### config.mk
export PLATFORM = sky130hd
export DESIGN_NAME = trap_ctrl
export DESIGN_NICKNAME = d
export VERILOG_FILES = /design/src/rtl/trap_ctrl.sv
export SDC_FILE = /design/constraint.sdc
export NUM_CORES = 1
export LEC_CHECK = 0
export CAP_MARGIN = 20
export CORE_AREA = 3 3 155 157
export CTS_BUF_LIST = sky130_fd_sc_hd__clkbuf_8 sky130_fd_sc_hd__clkbuf_16
export DETAILED_ROUTE_END_ITERATION = 10
export DIE_AREA = 0 0 158 160
export SETUP_SLACK_MARGIN = 0.5
export SYNTH_ARGS = -nofsm -noshare
export SYNTH_HDL_FRONTEND = slang
export SYNTH_SLANG_ARGS = --single-unit
export TNS_END_PERCENT = 30
### constraint.sdc
create_clock -name clk_i -period 1.85 [get_ports clk_i]
set_input_delay 0.37 -clock clk_i [delete_from_list [all_inputs] [get_ports clk_i]]
set_output_delay 0.37 -clock clk_i [all_outputs]
set_load 0.02 [all_outputs]
### src/rtl/trap_ctrl.sv
// rtl/trap_ctrl.sv - machine-mode trap/mret sequencer driving the csr exception write side
module trap_ctrl #(
    parameter logic [1:0] RESET_MPP = 2'b11
) (
    input  logic        clk_i,
    input  logic        rst_ni,
    input  logic        valid_i,
    input  logic [31:0] pc_i,
    input  logic [31:0] instr_i,
    input  logic [31:0] badaddr_i,
    input  logic        e_fetch_mis_i,
    input  logic        e_illegal_i,
    input  logic        e_ecall_i,
    input  logic        e_ebreak_i,
    input  logic        e_load_mis_i,
    input  logic        e_store_mis_i,
    input  logic        e_illegal_csr_i,
    input  logic        mret_i,
    input  logic        meip_i,
    input  logic        mtip_i,
    input  logic        msip_i,
    input  logic [31:0] mie_i,
    input  logic [31:0] exc_ret_addr_i,
    input  logic        csr_mstatus_we_i,
    input  logic [31:0] csr_mstatus_wdata_i,
    output logic        we_exc_o,
    output logic [31:0] mcause_o,
    output logic [31:0] mepc_o,
    output logic [31:0] mtval_o,
    output logic [31:0] mstatus_o,
    output logic [31:0] mip_o,
    output logic        sel_exc_nret_o,
    output logic        is_int_o,
    output logic        flush_o,
    output logic        busy_o,
    output logic        redirect_o,
    output logic [31:0] redirect_pc_o
);

    typedef enum logic [1:0] {IDLE, TRAP, REDIR, RET} state_t;

    state_t      state;
    logic        mie_q;
    logic        mpie_q;
    logic [1:0]  mpp_q;

    logic        meie_hit;
    logic        msie_hit;
    logic        mtie_hit;
    logic        int_pend;
    logic        exc_any;
    logic        take_trap;
    logic        take_mret;
    logic [31:0] cause_d;
    logic [31:0] tval_d;

    // Only the enable bits of interest are consumed; the rest are folded away here.
    logic        unused_bits;
    assign unused_bits = ^{mie_i[31:12], mie_i[10:8], mie_i[6:4], mie_i[2:0],
                           csr_mstatus_wdata_i[31:13], csr_mstatus_wdata_i[10:8],
                           csr_mstatus_wdata_i[6:4], csr_mstatus_wdata_i[2:0]};

    assign meie_hit  = meip_i & mie_i[11];
    assign msie_hit  = msip_i & mie_i[3];
    assign mtie_hit  = mtip_i & mie_i[7];
    assign int_pend  = mie_q & (meie_hit | msie_hit | mtie_hit);
    assign exc_any   = e_fetch_mis_i | e_illegal_i | e_illegal_csr_i | e_ecall_i |
                       e_ebreak_i | e_load_mis_i | e_store_mis_i;
    assign take_trap = (state == IDLE) & valid_i & (int_pend | exc_any);
    assign take_mret = (state == IDLE) & valid_i & mret_i & ~take_trap;

    assign flush_o       = take_trap;
    assign redirect_pc_o = redirect_o ? exc_ret_addr_i : 32'h0;
    assign mstatus_o     = {19'b0, mpp_q, 3'b0, mpie_q, 3'b0, mie_q, 3'b0};
    assign mip_o         = {20'b0, meip_i, 3'b0, mtip_i, 3'b0, msip_i, 3'b0};

    // Cause/tval selection: interrupts first, then exceptions in fixed priority order.
    always_comb begin
        cause_d = 32'h0;
        tval_d  = 32'h0;
        if (int_pend) begin
            if (meie_hit)      cause_d = {1'b1, 27'b0, 4'd11};
            else if (msie_hit) cause_d = {1'b1, 27'b0, 4'd3};
            else               cause_d = {1'b1, 27'b0, 4'd7};
        end else if (e_fetch_mis_i) begin
            cause_d = 32'd0;
            tval_d  = badaddr_i;
        end else if (e_illegal_i | e_illegal_csr_i) begin
            cause_d = 32'd2;
            tval_d  = instr_i;
        end else if (e_ebreak_i) begin
            cause_d = 32'd3;
            tval_d  = pc_i;
        end else if (e_ecall_i) begin
            cause_d = 32'd11;
        end else if (e_load_mis_i) begin
            cause_d = 32'd4;
            tval_d  = badaddr_i;
        end else begin
            cause_d = 32'd6;
            tval_d  = badaddr_i;
        end
    end

    // Sequencer: owns mstatus bits, trap data registers and registered strobes.
    always_ff @(posedge clk_i or negedge rst_ni) begin
        if (!rst_ni) begin
            state          <= IDLE;
            mie_q          <= 1'b0;
            mpie_q         <= 1'b0;
            mpp_q          <= RESET_MPP;
            mcause_o       <= 32'h0;
            mepc_o         <= 32'h0;
            mtval_o        <= 32'h0;
            we_exc_o       <= 1'b0;
            is_int_o       <= 1'b0;
            busy_o         <= 1'b0;
            sel_exc_nret_o <= 1'b0;
            redirect_o     <= 1'b0;
        end else begin
            case (state)
                IDLE: begin
                    if (take_trap) begin
                        mcause_o       <= cause_d;
                        mepc_o         <= pc_i;
                        mtval_o        <= tval_d;
                        mpie_q         <= mie_q;
                        mie_q          <= 1'b0;
                        mpp_q          <= 2'b11;
                        we_exc_o       <= 1'b1;
                        is_int_o       <= int_pend;
                        busy_o         <= 1'b1;
                        sel_exc_nret_o <= 1'b0;
                        state          <= TRAP;
                    end else if (take_mret) begin
                        mie_q          <= mpie_q;
                        mpie_q         <= 1'b1;
                        mpp_q          <= 2'b11;
                        sel_exc_nret_o <= 1'b1;
                        redirect_o     <= 1'b1;
                        busy_o         <= 1'b1;
                        state          <= RET;
                    end else if (csr_mstatus_we_i) begin
                        mie_q  <= csr_mstatus_wdata_i[3];
                        mpie_q <= csr_mstatus_wdata_i[7];
                        mpp_q  <= csr_mstatus_wdata_i[12:11];
                    end
                end
                TRAP: begin
                    we_exc_o   <= 1'b0;
                    is_int_o   <= 1'b0;
                    redirect_o <= 1'b1;
                    state      <= REDIR;
                end
                default: begin
                    // REDIR and RET both finish with a single redirect cycle.
                    redirect_o     <= 1'b0;
                    sel_exc_nret_o <= 1'b0;
                    busy_o         <= 1'b0;
                    state          <= IDLE;
                end
            endcase
        end
    end

endmodule
* Yosys cells after proc, flatten, opt, wreduce, memory -nomap -nowiden *
Index checks and enable logic that the tools add are counted.

word-level totals
  memories = 0
  memory bits (read-only) = 0
  logic and storage cells = 82
  register bits = 107
  latch bits = 0
  RAM bits = 0
  output and inout port bits = 198

operators by class
  reductions and logical operators = 8
  multipliers = 0
  bitwise logic cells = 20
  order comparisons = 0
  multiplexer cells = 37
  shift operators = 0
  $add $sub $neg = 0
  div/mod/pow operators = 0
  eq/ne operators = 5

operator list
  kind                                                              count
  32-bit two-way mux                                                7
  4-bit two-way mux                                                 5
  1-bit two-way mux                                                 12
  2-bit two-way mux                                                 6
  1-bit bitwise OR                                                  10
  1-bit case mux with 2 select lines                                5
  2-bit AND reduction                                               5
  1-bit AND                                                         8
  2-bit inequality test (second input constant)                     3
  2-bit case mux with 2 select lines                                1
  3-bit two-way mux                                                 1
  3-bit inequality test (second input constant)                     1
  3-bit nonzero test                                                1
  2-bit by 1-bit == test with 1-bit output (second input constant)  1
  2-bit zero test                                                   1
  1-bit inverter                                                    2
  2-bit nonzero test                                                1

* Longest topological paths before layout *
  word-level depth = 13
  mapped depth = 8

* Least setup slack after synthesis *
OpenSTA, ideal clock, no wires.

  path kind = in2reg
  start point = input meip_i
  end point = register mepc_o[0]
  setup time = 0.125 ns
  slack = -0.127 ns
  data arrival time = 1.852 ns
  stages = 6
  data required time = 1.725 ns
  cells stage by stage = a222oi_1 o211a_1 or2_1 buf_6 buf_6 mux2_2

on the way
  word-level cells in the longest chain between the ends = 7

RTL lines
  element                               line  RTL
  start: declaration                    19    input logic meip_i,
  1-bit AND                             63    assign meie_hit = meip_i & mie_i[11];
  1-bit bitwise OR (2 in a row)         66    assign int_pend = mie_q & (meie_hit | msie_hit | mtie_hit);
  1-bit AND                             66
  1-bit bitwise OR                      69    assign take_trap = (state == IDLE) & valid_i & (int_pend | exc_any);
  1-bit AND                             69
  2-bit AND reduction (no source line)  -
  end signal: assignment                125   mepc_o <= pc_i;
  end: declaration                      28    output logic [31:0] mepc_o,

No other way between the ends.
A chain may end at the register's enable or synchronous reset.

* Final worst setup path *
  start point = input msip_i
  end point = register mepc_o[29]

on the way
  word-level cells in the longest chain between the ends = 7

RTL lines
  element                               line  RTL
  start: declaration                    21    input logic msip_i,
  1-bit AND                             64    assign msie_hit = msip_i & mie_i[3];
  1-bit bitwise OR (2 in a row)         66
  1-bit AND                             66
  1-bit bitwise OR                      69
  1-bit AND                             69
  2-bit AND reduction (no source line)  -

No other way between the ends.

==> results.md <==
* Dpl cell area at 0.007365 mm2
* DR iter-0 viols at 223
* Unrepaired setup endpoints after global routing: true
* Flop pwr share at 0.252
* WL/cell at 17.95 um
* Synth top area share at 0.4380
* Ports at 405
* Worst vdd ir at 0.0007052 V
* Hpwl dp at 12,460 um
* Clock network power share at 0.156
* Internal power at 7.338 mW
* Row cnt at 55
* Die area at 0.02528 mm2
* Post-route worst setup slack at -0.1022 ns
* Synth Flop Type: dfrtp_1
* Outcome: complete, but fails checks
* Final critical-path share of the clock period at 1.055
* H-tree depth at 3
* Synth-to-layout area growth at 84.62%
* Leak pwr at 3.845 nW
* Chip height at 160 um
* #FFs+latches synth at 80
* # Max-Cap Violations at 0
* Post-synth top area cell: dfrtp_1
* Tot GR Track Use at 0.1315
* Vias in the first global route at 4,201
* Cell area after synthesis at 0.004457 mm2
* Synth cell types at 47
* Post-synth EDFFs at 0
* Final Hold Fails at 0
* Inst Count DP at 950
* Commonest non-fill, non-tap cell in the layout: clkdlybuf4s50_1
* Top Family by Delay on Critical Path: buffers and inverters
* Worst Path Required at 2.08 ns
* Via/cell ratio at 4.220
* Post-synthesis sequential area ratio at 0.4497
* Setup TNS at -1.843 ns
* Worst path arrival time at 2.18 ns
* CP max stage cell: mux2_2
* Clk pin slew, worst setup/hold paths at 0.07 ns
* Commonest cells after routing, fill and taps aside: clkdlybuf4s50_1 (154), conb_1 (84), dfrtp_1 (78), buf_4 (42), buf_6 (40)
* CP cell instances: dlygate4sd2_1 > a222oi_1 > buf_4 > o211a_1 > or2_4 > buf_4 > bufbuf_16 > mux2_2
* Final non-filler cell total at 989
* Comb pwr share at 0.592
* Net Sw Power at 4.619 mW
* Diode count at 0
* Layout cells sized above 1 at 0.3693
* Final standard cell area without fillers at 0.008228 mm2
* Yosys warnings at 0
* Setup violators final at 43
* Die width at 158 um
* Post-layout min period at 1.952 ns
* Worst-Skew Late Latency at 0.34 ns
* Fin. max-slew vios at 0
* First-pass GRT wire length at 25,340 um
* Critical path type: in -> reg
* Switching share of total power at 0.3863
* Cells after Synth at 390
* Initial antenna violation count at 0
* Hold Path Class: reg -> reg
* Post-synthesis async set-or-reset flop share at 1.000
* Power Total at 11.96 mW
* Cell area power density at 1453 mW/mm2
* CP max FO at 7
* Placeable core area at 0.02264 mm2
* Top post-synthesis cells by area: dfrtp_1 (44%), buf_4 (15%), mux2_2 (8.8%)
* Layout Nets at 906
* Longest Clk Path Bufs at 2
* Syn Area/Cell at 11.43 um2
* # fillers at 2,303
* Critical Path End Type: register
* Via count at 4,174
* Root buf cell: clkbuf_16
* PortBufs at 263
* WL final at 17,750 um
* Number of routed nets with antenna violations at 0
* Global route overflow at 0
* CTS Buf Count at 9
* Residual DRC at 0
* CTS Sinks at 80
* Routability congestion estimate at 0.7733
* Violated checks: setup timing
* Largest net degree at the start of global routing at 36
* CTS tree: done
* CP bufs+invs at 4
* 1st-pass router iterations at 5
* CP dominant cell by count: buf_4
* Clock skew at 0.01048 ns
* Largest stage delay, worst path at 0.32 ns
* Startpoint types: input port
* Max Fclk at 512.2 MHz
* Starting Density at 0.1968
[worst paths after layout]
path / startpoint / end / slack (ns) / depth (start not counted)
setup / recovery: msip_i / mepc_o[29]$_DFFE_PN0P_ / -0.10 / 8
hold / removal: mcause_o[31]$_DFFE_PN0P_ / mcause_o[31]$_DFFE_PN0P_ / 0.47 / 2
setup reg to reg: state[1]$_DFFE_PN0P_ / mtval_o[25]$_DFFE_PN0P_ / -0.03 / 7
hold reg to reg: mcause_o[31]$_DFFE_PN0P_ / mcause_o[31]$_DFFE_PN0P_ / 0.47 / 2
max in group asynchronous: rst_ni / mpp_q[1]$_DFFE_PN1P_ / 0.71 / 3
min in group asynchronous: rst_ni / mepc_o[19]$_DFFE_PN0P_ / 0.53 / 2
[Yosys cell counts (2+ instances only)]
library cell,count
a21boi_0,2
a21oi_1,4
a222oi_1,33
a2bb2oi_1,2
a31oi_1,2
and2_1,33
buf_4,89
buf_6,8
clkbuf_1,17
dfrtp_1,78
dfstp_2,2
inv_1,5
mux2_2,35
nand2_1,5
nand2b_1,3
nor2_1,5
o21ai_0,6
o22a_1,2
o2bb2ai_1,30
o2bb2ai_2,2
[layout make-up]
cell class                 instances  area [um2]  share of cell area
clock buffer                       9       225.2             0.02737
multi-input combinational        271        2143              0.2605
inverter                           6       25.02            0.003041
sequential                        80        2004              0.2436
clock inverter                     7       83.83             0.01019
timing repair buffer             331        3390              0.4120
tap                              285       356.6             0.04334
[metrics by stage]
step,hold WS (ns),utilization,setup WS (ns)
3_3_place_gp,0.3594,0.3253,-0.8805
6_report,0.4742,0.3634,-0.1022
2_1_floorplan,0.07441,-,-0.1267
5_1_grt,0.5013,0.3634,-0.1631
4_1_cts,0.4831,0.3535,-0.1241
3_5_place_dp,0.3610,0.3253,-0.8938
[registers in the layout (all words and copies together) (netlist names)]
register        count
mpie_q              1
mtval_o            32
mepc_o             32
mie_q               1
is_int_o            1
mcause_o            5
busy_o              1
sel_exc_nret_o      1
we_exc_o            1
state               2
redirect_o          1
mpp_q               2
[power by group through the flow]
stage / clock (mW) / sequential [mW] / combinational (mW)
2_1_floorplan: 0 / 3.91 / 2.32
3_3_place_gp: 0 / 2.99 / 6.16
3_5_place_dp: 0 / 3.00 / 6.16
6_report: 1.87 / 3.01 / 7.08
5_1_grt: 2.03 / 3.12 / 7.50
4_1_cts: 1.95 / 3.00 / 6.85
[worst min-delay path: stages (launching register included)]
cell	delay [ns]
dfrtp_1	0.34
nand2_1	0.05
nand2_1	0.05
[logic make-up after synthesis]
| group | synth area share |
|---|---|
| buffers and inverters | 0.1915 |
| and+or+nand+nor | 0.07637 |
| DFF | 0.4497 |
| muxes | 0.09180 |
| AOI/OAI and AO/OA | 0.1898 |
| other | 0.0008414 |
[layer usage]
| metal | part of all wire | GRT usage |
|---|---|---|
| met1 | 0.41 | 0.1604 |
| met2 | 0.51 | 0.2291 |
| met3 | 0.075 | 0.03631 |
| met4 | 0.0090 | 0.03090 |
| met5 | 0 | 0 |
[what timing repair did]
| action | CTS | global route |
|---|---|---|
| gates resized for setup | 366 | 85 |
| setup buffers | 5 | 7 |
| setup endpoints to repair | 194 | 176 |
| gates cloned | 5 | 5 |
| hold endpoints to repair | 29 | 0 |
| pin swaps | 39 | 35 |
| hold buffers | 1 | 0 |
Note: power is estimated with default switching activity, not from simulation.
